## config.mk

```make
export PLATFORM = sky130hd
export DESIGN_NAME = mult_arbiter
export DESIGN_NICKNAME = d
export VERILOG_FILES = /design/src/rtl/mult_arbiter.sv
export SDC_FILE = /design/constraint.sdc
export NUM_CORES = 1
export LEC_CHECK = 0
export ABC_AREA = 0
export CORE_MARGIN = 2
export CORE_UTILIZATION = 31
export CTS_BUF_LIST = sky130_fd_sc_hd__clkbuf_4 sky130_fd_sc_hd__clkbuf_8
export DETAILED_ROUTE_END_ITERATION = 12
export GPL_ROUTABILITY_DRIVEN = 0
export PLACE_DENSITY = 0.81
export RECOVER_POWER = 100
export SYNTH_ARGS = -nofsm -noshare
export SYNTH_HDL_FRONTEND = slang
export SYNTH_SLANG_ARGS = --single-unit
```

## constraint.sdc

```tcl
create_clock -name clk -period 2.55 [get_ports clk]
set_input_delay 0.3825 -clock clk [delete_from_list [all_inputs] [get_ports clk]]
set_output_delay 0.3825 -clock clk [all_outputs]
set_load 0.005 [all_outputs]
```

## src/rtl/mult_arbiter.sv

```systemverilog
// mult_arbiter
// ------------
// Shares one external combinational multiplier among NREQ requesters.
// A round-robin arbiter picks one valid requester per cycle. The chosen
// operands go into a first register stage that drives the multiplier
// directly. The returned product is captured in a second register stage,
// together with the id of the requester that issued it.
// Both stages stall under response backpressure, so at most two operations
// are in flight at any time.
//
// Ports
//   clk        rising-edge clock
//   rst_n      asynchronous active-low reset (discards in-flight work)
//   en         issue enable; low blocks new grants while the pipe drains
//   req_valid  per-requester request valid                   [NREQ]
//   req_ready  per-requester grant, combinational, one-hot   [NREQ]
//   req_a/b    packed operands, requester i at [i*WIDTH +: WIDTH]
//   mul_a/b    registered operands to the multiplier         [WIDTH]
//   mul_p      product returned by the multiplier            [2*WIDTH]
//   rsp_valid  response valid
//   rsp_ready  response consumer ready
//   rsp_data   product                                       [2*WIDTH]
//   rsp_id     index of the issuing requester                [IDW]

module mult_arbiter #(
    parameter int NREQ  = 4,
    parameter int WIDTH = 8,
    parameter int IDW   = 2
) (
    input  logic                    clk,
    input  logic                    rst_n,
    input  logic                    en,
    input  logic [NREQ-1:0]         req_valid,
    output logic [NREQ-1:0]         req_ready,
    input  logic [NREQ*WIDTH-1:0]   req_a,
    input  logic [NREQ*WIDTH-1:0]   req_b,
    output logic [WIDTH-1:0]        mul_a,
    output logic [WIDTH-1:0]        mul_b,
    input  logic [2*WIDTH-1:0]      mul_p,
    output logic                    rsp_valid,
    input  logic                    rsp_ready,
    output logic [2*WIDTH-1:0]      rsp_data,
    output logic [IDW-1:0]          rsp_id
);

    // Stage 1: operand register
    logic                 v1_q, v1_d;
    logic [WIDTH-1:0]     mul_a_q, mul_a_d;
    logic [WIDTH-1:0]     mul_b_q, mul_b_d;
    logic [IDW-1:0]       s1_id_q, s1_id_d;

    // Stage 2: product register
    logic                 v2_q, v2_d;
    logic [2*WIDTH-1:0]   rsp_data_q, rsp_data_d;
    logic [IDW-1:0]       rsp_id_q, rsp_id_d;

    // Round-robin pointer: the requester searched first
    logic [IDW-1:0]       rr_ptr_q, rr_ptr_d;

    logic                 adv1, adv2;
    logic                 found;
    logic                 hs;
    logic [IDW-1:0]       gnt_idx;
    logic [WIDTH-1:0]     sel_a, sel_b;
    int                   j;

    // S2 accepts S1 when it is empty or its content leaves this cycle.
    // S1 accepts a new operation when it is empty or drains into S2.
    assign adv2 = v1_q & (~v2_q | rsp_ready);
    assign adv1 = ~v1_q | adv2;

    // Round-robin search: first valid requester at or above rr_ptr, wrapping.
    // NOTE: every variable written in a combinational block gets a default
    // first, so no path can leave it unassigned and infer a latch.
    always_comb begin
        found   = 1'b0;
        gnt_idx = '0;
        j       = 0;
        for (int k = 0; k < NREQ; k++) begin
            j = int'(rr_ptr_q) + k;
            if (j >= NREQ) begin
                j = j - NREQ;
            end
            if (!found && req_valid[j]) begin
                found   = 1'b1;
                gnt_idx = IDW'(j);
            end
        end
    end

    // A grant is only offered when it will be taken, so a grant is a handshake.
    // rst_n gates it so that no requester sees ready while the block is in reset.
    assign hs        = rst_n & en & adv1 & found;
    assign req_ready = hs ? (NREQ'(1) << gnt_idx) : '0;

    assign sel_a = req_a[int'(gnt_idx)*WIDTH +: WIDTH];
    assign sel_b = req_b[int'(gnt_idx)*WIDTH +: WIDTH];

    always_comb begin
        v1_d       = v1_q;
        mul_a_d    = mul_a_q;
        mul_b_d    = mul_b_q;
        s1_id_d    = s1_id_q;
        v2_d       = v2_q;
        rsp_data_d = rsp_data_q;
        rsp_id_d   = rsp_id_q;
        rr_ptr_d   = rr_ptr_q;

        if (hs) begin
            v1_d     = 1'b1;
            mul_a_d  = sel_a;
            mul_b_d  = sel_b;
            s1_id_d  = gnt_idx;
            rr_ptr_d = (int'(gnt_idx) == NREQ-1) ? '0 : gnt_idx + IDW'(1);
        end else if (adv2) begin
            // The operands are left in place. Only the valid bit drops.
            v1_d = 1'b0;
        end

        if (adv2) begin
            v2_d       = 1'b1;
            rsp_data_d = mul_p;
            rsp_id_d   = s1_id_q;
        end else if (v2_q && rsp_ready) begin
            v2_d = 1'b0;
        end
    end

    // NOTE: state registers use non-blocking assignments, so every flop
    // samples values from before the edge, whatever the statement order.
    always_ff @(posedge clk or negedge rst_n) begin
        if (!rst_n) begin
            v1_q       <= 1'b0;
            mul_a_q    <= '0;
            mul_b_q    <= '0;
            s1_id_q    <= '0;
            v2_q       <= 1'b0;
            rsp_data_q <= '0;
            rsp_id_q   <= '0;
            rr_ptr_q   <= '0;
        end else begin
            v1_q       <= v1_d;
            mul_a_q    <= mul_a_d;
            mul_b_q    <= mul_b_d;
            s1_id_q    <= s1_id_d;
            v2_q       <= v2_d;
            rsp_data_q <= rsp_data_d;
            rsp_id_q   <= rsp_id_d;
            rr_ptr_q   <= rr_ptr_d;
        end
    end

    assign mul_a     = mul_a_q;
    assign mul_b     = mul_b_q;
    assign rsp_valid = v2_q;
    assign rsp_data  = rsp_data_q;
    assign rsp_id    = rsp_id_q;

endmodule
```

==> results.json <==
{
  "status": "finished clean",
  "period_share_pct": 98.4,
  "startpoint_type": "flop",
  "clock.fmax_mhz": 398,
  "design.core.area_mm2": 0.00668,
  "ys_seq_area_share_pct": 47.5,
  "hold_path.class": "input pin to async pin",
  "dieArea_mm2": 0.00747,
  "numCtsBuffers": 5,
  "synth-seq-cells": 40,
  "ant_nets": 0,
  "relSlewSlack_pct": 32.8,
  "synth_area_mm2": 0.00211,
  "pwr_density_cell_mw_per_mm2": 781,
  "antenna_found_initial": 0,
  "yosys_warnings": 0,
  "syn_area_per_cell_um2": 12.3,
  "io_pins": 127,
  "r2r_slack_ps": 650,
  "hold_violations": 0,
  "finalClockSkew_ps": 3.01,
  "stdcell_area_mm2": 0.00366,
  "worst_slew_pin_slew_ps": 1010,
  "clock_latency_ps": 280,
  "die_h_um": 86.4,
  "grt_pass1_wl_um": 9360,
  "area_growth_pct": 73.7,
  "fin_cells": 394,
  "r2r_end": "mul_a[7]$_DFFE_PN0P_",
  "routed_wl_um": 6020,
  "drc": 0,
  "clock_sinks": 40,
  "grt_max_degree": 41,
  "vias": 1920,
  "max-vdd-ir-drop_v": 0.000414,
  "clk_pin_slew_worst_paths_ps": 80,
  "postCtsHoldBufs": 0,
  "overflow": 0,
  "crit_arrival_ps": 2130,
  "tritoncts": "yes",
  "slew_violations": 0,
  "final_cell_mix": "clkdlybuf4s50_1, dfrtp_1, dlygate4sd3_1",
  "clockRootBuffer": "clkbuf_8",
  "fin_nets": 401,
  "grt_pass1_vias": 1972,
  "die_w_um": 86.4,
  "maxCapViolCount": 0,
  "drive_gt1_share_pct": 18.2,
  "synthCells": 171,
  "clk_path_buf_depth": 2,
  "fillers": 611,
  "dpl_cell_area_mm2": 0.00355,
  "rsz0062_at_grt": "yes",
  "fin_crit_ps": 2510,
  "syn_nets": 259,
  "critPathRequiredTime_ps": 2170,
  "setup-violations-final": 0,
  "crit_fanout": 6,
  "grt_util_all_layers_pct": 15.9,
  "final_common_cell": "clkdlybuf4s50_1",
  "diodes": 0,
  "path_class": "flop to primary output",
  "num_rows": 30,
  "end_kind": "primary output",
  "drt_first_pass_iters": 4,
  "placement.io_buffers": 126,
  "synth.distinct_cells": 29,
  "initial_core_util_pct": 31.5,
  "r2r-start": "rr_ptr_q[0]$_DFFE_PN0P_",
  "first_iter_violations": 24,
  "viasPerCell": 4.87,
  "leakagePower_nw": 1.62,
  "wire_per_inst_um": 15.3,
  "hpwl_um": 4520,
  "htreeDepth": 2,
  "placed_cells": 386,
  "reg2reg_depth": 7
}
registers in the layout, summed over array words and instances, names as in the netlist:
| signal | count |
|---|---|
| rsp_id | 2 |
| v1_q | 1 |
| rsp_valid | 1 |
| rsp_data | 16 |
| mul_b | 8 |
| rr_ptr_q | 2 |
| s1_id_q | 2 |
| mul_a | 8 |
power breakdown:
part | internal (mW) | leakage [nW] | switching [mW] | total [mW]
Clock | 0.490 | 0.0784 | 0.219 | 0.709
Sequential | 0.840 | 0.483 | 0.123 | 0.963
Combinational | 0.728 | 1.06 | 0.460 | 1.19
Total | 2.06 | 1.62 | 0.802 | 2.86
cell families (layout without fill, tap and decap cells):
logic type / after synthesis / count (layout) / synth area share (%)
compound gates: 25 / 25 / 13.2
mux: 50 / 50 / 24.8
flops: 40 / 40 / 47.5
xor+xnor: 1 / 1 / 0.416
buf+inv: 11 / 154 / 3.74
simple gates: 44 / 44 / 10.3
Yosys cell counts (all sizes together):
master / number / area [um2]
dfrtp: 40 / 1000
mux2i: 32 / 320
nand2: 27 / 106
mux2: 18 / 203
o221ai: 16 / 203
buf: 8 / 67.6
nand2b: 5 / 33.8
a21oi: 4 / 27.5
nor2: 4 / 15.0
inv: 3 / 11.3
nor3: 3 / 20.0
a211oi: 1 / 20.0
a221oi: 1 / 8.76
nand3: 1 / 10.0
nor2b: 1 / 6.26
nor3b: 1 / 12.5
o21a: 1 / 7.51
o21ai: 1 / 5.00
o22ai: 1 / 6.26
or3: 1 / 6.26
or4: 1 / 7.51
xnor2: 1 / 8.76
worst max-delay path by stage:
stage                                        from            to  slack [ps]
after floorplan                      req_valid[2]  req_ready[0]         760
after global placement               req_valid[0]  req_ready[2]         -70
after detailed placement             req_valid[3]  req_ready[3]        -140
after CTS                            req_valid[2]  req_ready[3]           3
after global routing      rr_ptr_q[1]$_DFFE_PN0P_  req_ready[2]         -50
final                     rr_ptr_q[1]$_DFFE_PN0P_  req_ready[2]          40
worst max-delay path, cell delays in order, from the launching register on:
cell,delay [ps]
dfrtp_2,480
a21oi_2,160
nor3b_2,60
or3_4,410
nor3_2,210
clkdlybuf4s50_1,530
layer usage:
layer	vias up	track usage, %	share of wire (%)
met5	-	0	0
met4	0	3.13	0.30
met3	2	6.76	11
met2	94	26.9	47
met1	914	18.9	41
li1	910	-	-
metrics by stage:
| step | setup TNS [ps] | power, mW | hold WS [ps] | utilization (%) | setup slack (ps) |
|---|---|---|---|---|---|
| global route | -52.8 | 3.05 | 437 | 54.8 | -52.8 |
| floorplan | 0 | 1.58 | 86.9 | - | 757 |
| CTS | 0 | 3.04 | 205 | 55.9 | 3.15 |
| global placement | -117 | 2.25 | 464 | 53.1 | -69.3 |
| detailed placement | -420 | 2.29 | 467 | 53.1 | -138 |
| finish | 0 | 2.86 | 401 | 54.8 | 40.3 |
what timing repair did:
action,in CTS,in global routing
gates resized for setup,9,4
setup buffers,0,0
setup endpoints to repair,4,4
pin swaps,0,3
area by class of cell:
cell class / count / area [um2] / area share (%)
clock buffer: 5 / 68.8 / 1.88
timing repair buffer: 143 / 1400 / 38.2
tap: 80 / 100 / 2.74
inverter: 3 / 11.3 / 0.308
multi-input combinational: 120 / 990 / 27.0
clock inverter: 3 / 90.1 / 2.46
sequential: 40 / 1000 / 27.4
No activity file was read; power rests on OpenSTA's default activity.
==> edit: new RTL, same settings <==
`rsp_data_q` no longer has a reset.
--- a/src/rtl/mult_arbiter.sv
+++ b/src/rtl/mult_arbiter.sv
@@ -136,5 +136,4 @@
             s1_id_q    <= '0;
             v2_q       <= 1'b0;
-            rsp_data_q <= '0;
             rsp_id_q   <= '0;
             rr_ptr_q   <= '0;
@@ -145,8 +144,11 @@
             s1_id_q    <= s1_id_d;
             v2_q       <= v2_d;
-            rsp_data_q <= rsp_data_d;
             rsp_id_q   <= rsp_id_d;
             rr_ptr_q   <= rr_ptr_d;
         end
+    end
+
+    always_ff @(posedge clk) begin
+        rsp_data_q <= rsp_data_d;
     end
 
Function: differs if rst_n is asserted again (counterexample within 4 cycles, from zero or initial values and one cycle with rst_n low); with rst_n held inactive, the same outputs for 10 cycles.
==> edit against the unedited design <==
Combinational power decreased by 27%. Register-to-register slack got worse by 0.17 ns. Power fell by 20%. Area after synthesis is 6.8% lower. Routed wire length rose by 1.3%. Setup slack better by 0.049 ns. Sequential cell count unchanged. Design area decreased by 4.0%.
==> edit: results (changes against the unedited design) <==
[pwr]
power_switching_uw=664  ; -17%
peakVddDrop_uv=263  ; -37%

[global_route]
track_usage_pct=17.7  ; +1.9 points
grt_first_pass_wirelength_um=9830  ; +5.0%
grt_pass1_vias=1933  ; -2.0%

[yosys]
synth_xor_area_share_pct=0.446  ; +0.030 points
async_flop_share_pct=60.0  ; -40 points
synthCells=170  ; -0.58%
yosysSeqAreaShare_pct=55.0  ; +7.5 points
synth_cell_types=30  ; +3.4%
synth_common_cells=dfrtp_1, and3_1, mux2i_1, nor2_1
netlist_top_cells_area=dfrtp_1, edfxtp_1, mux2i_1, a2111oi_0, a211oi_1
synth_edf_count=16  ; +16
syn_nets=258  ; -0.39%
synth_compound_area_share_pct=16.3  ; +3.1 points

[drt]
wl_um=6100  ; +1.3%
viasPerCell=5.01  ; +2.8%

[status]
run_status=complete, no violations

[placement]
hpwl_um=4660  ; +3.0%
dp_slack_ns=-0.0549  ; +0.0827 ns
postPlaceCellArea_mm2=0.00339  ; -4.3%

[critical_path]
cp_slowest_cell=or4_1
max_stage_delay_ns=0.56  ; +0.03 ns
cp_max_fo=2  ; -4

[sta]
fin_skew_ns=0.00344  ; +0.000422 ns
worst_pin_slew_ns=0.773  ; -0.236 ns

[cells_and_area]
final_nets=395  ; -1.5%

[edit: changes by cell type in the layout (fill, tap and decap cells not counted), sizes merged, moves of 13 or more]
| cell | delta |
|---|---|
| mux2i | -15 |
| dfrtp | -16 |
| mux2 | -16 |
| edfxtp | +16 |
| nor2 | +13 |
| and3 | +18 |
| o221ai | -16 |
| a211oi | +15 |
| dlygate4sd3 | +17 |
| a2111oi | +16 |
| nand2 | -18 |
| clkdlybuf4s50 | -17 |
[edit: power by group through the flow]
stage	clock network, mW	registers [mW]	logic, mW
2_1_floorplan	0	0.918	0.362
5_1_grt	0.563	0.919	0.940
3_3_place_gp	0	0.911	0.896
3_5_place_dp	0	0.918	0.915
6_report	0.521	0.900	0.864
4_1_cts	0.537	0.907	0.916
[edit: kinds of logic after synthesis]
kind of cell / count (synthesis)
buffers and inverters: 16
DFF: 40
muxes: 19
xor gates and xnor gates: 1
and+or+nand+nor: 53
AOI/OAI and AO/OA: 41
[edit: path summary, 6_finish.rpt]
kind | endpoint | from | slack [ns] | cells after the start
worst max-delay path | req_ready[2] | req_valid[2] | 0.09 | 5
worst min-delay path | s1_id_q[1] | s1_id_q[1] | 0.49 | 2
worst max register to register | mul_b[7] | rr_ptr_q[1] | 0.48 | 6
worst min register to register | s1_id_q[1] | s1_id_q[1] | 0.49 | 2
max in group asynchronous | mul_b[5] | rst_n | 1.27 | 2
min in group asynchronous | rsp_valid | rst_n | 0.70 | 2
[edit: through the flow]
| step | hold WS [ns] | setup TNS (ns) |
|---|---|---|
| after floorplan | 0.0869 | 0 |
| after global placement | 0.460 | -0.0198 |
| after detailed placement | 0.472 | -0.0870 |
| after CTS | 0.490 | 0 |
| after global routing | 0.507 | 0 |
| final | 0.486 | 0 |
[edit: critical path: cells and delay by family]
family	cells	cell delay [ns]
buf+inv	2	0.88
simple gates	3	0.81
[edit: cell type report]
| cell class | instances | area, um2 |
|---|---|---|
| Fill cell | 567 | 2730 |
| Timing Repair Buffer | 143 | 1400 |
| Inverter | 3 | 11.3 |
| Clock inverter | 2 | 35.0 |
| Multi-Input combinational cell | 114 | 810 |
| Tap cell | 77 | 96.3 |
| Sequential cell | 40 | 1080 |
| Clock buffer | 6 | 76.3 |
[edit: metal layers]
metal | global-route usage [%] | vias up | routed length, um | part of all wire, %
met5 | 0 | - | 0 | 0
met4 | 5.72 | 0 | 110 | 1.8
met3 | 5.44 | 11 | 515 | 8.4
met2 | 30.8 | 101 | 3030 | 50
met1 | 20.9 | 890 | 2440 | 40
li1 | - | 927 | - | -
[edit: repair_timing]
action / CTS / global route
setup buffers: 0 / 2
gates resized for setup: 3 / 6
endpoints found under the setup margin: 3 / 2
pin swaps: 0 / 1
endpoints found under the hold margin: 0 / 0
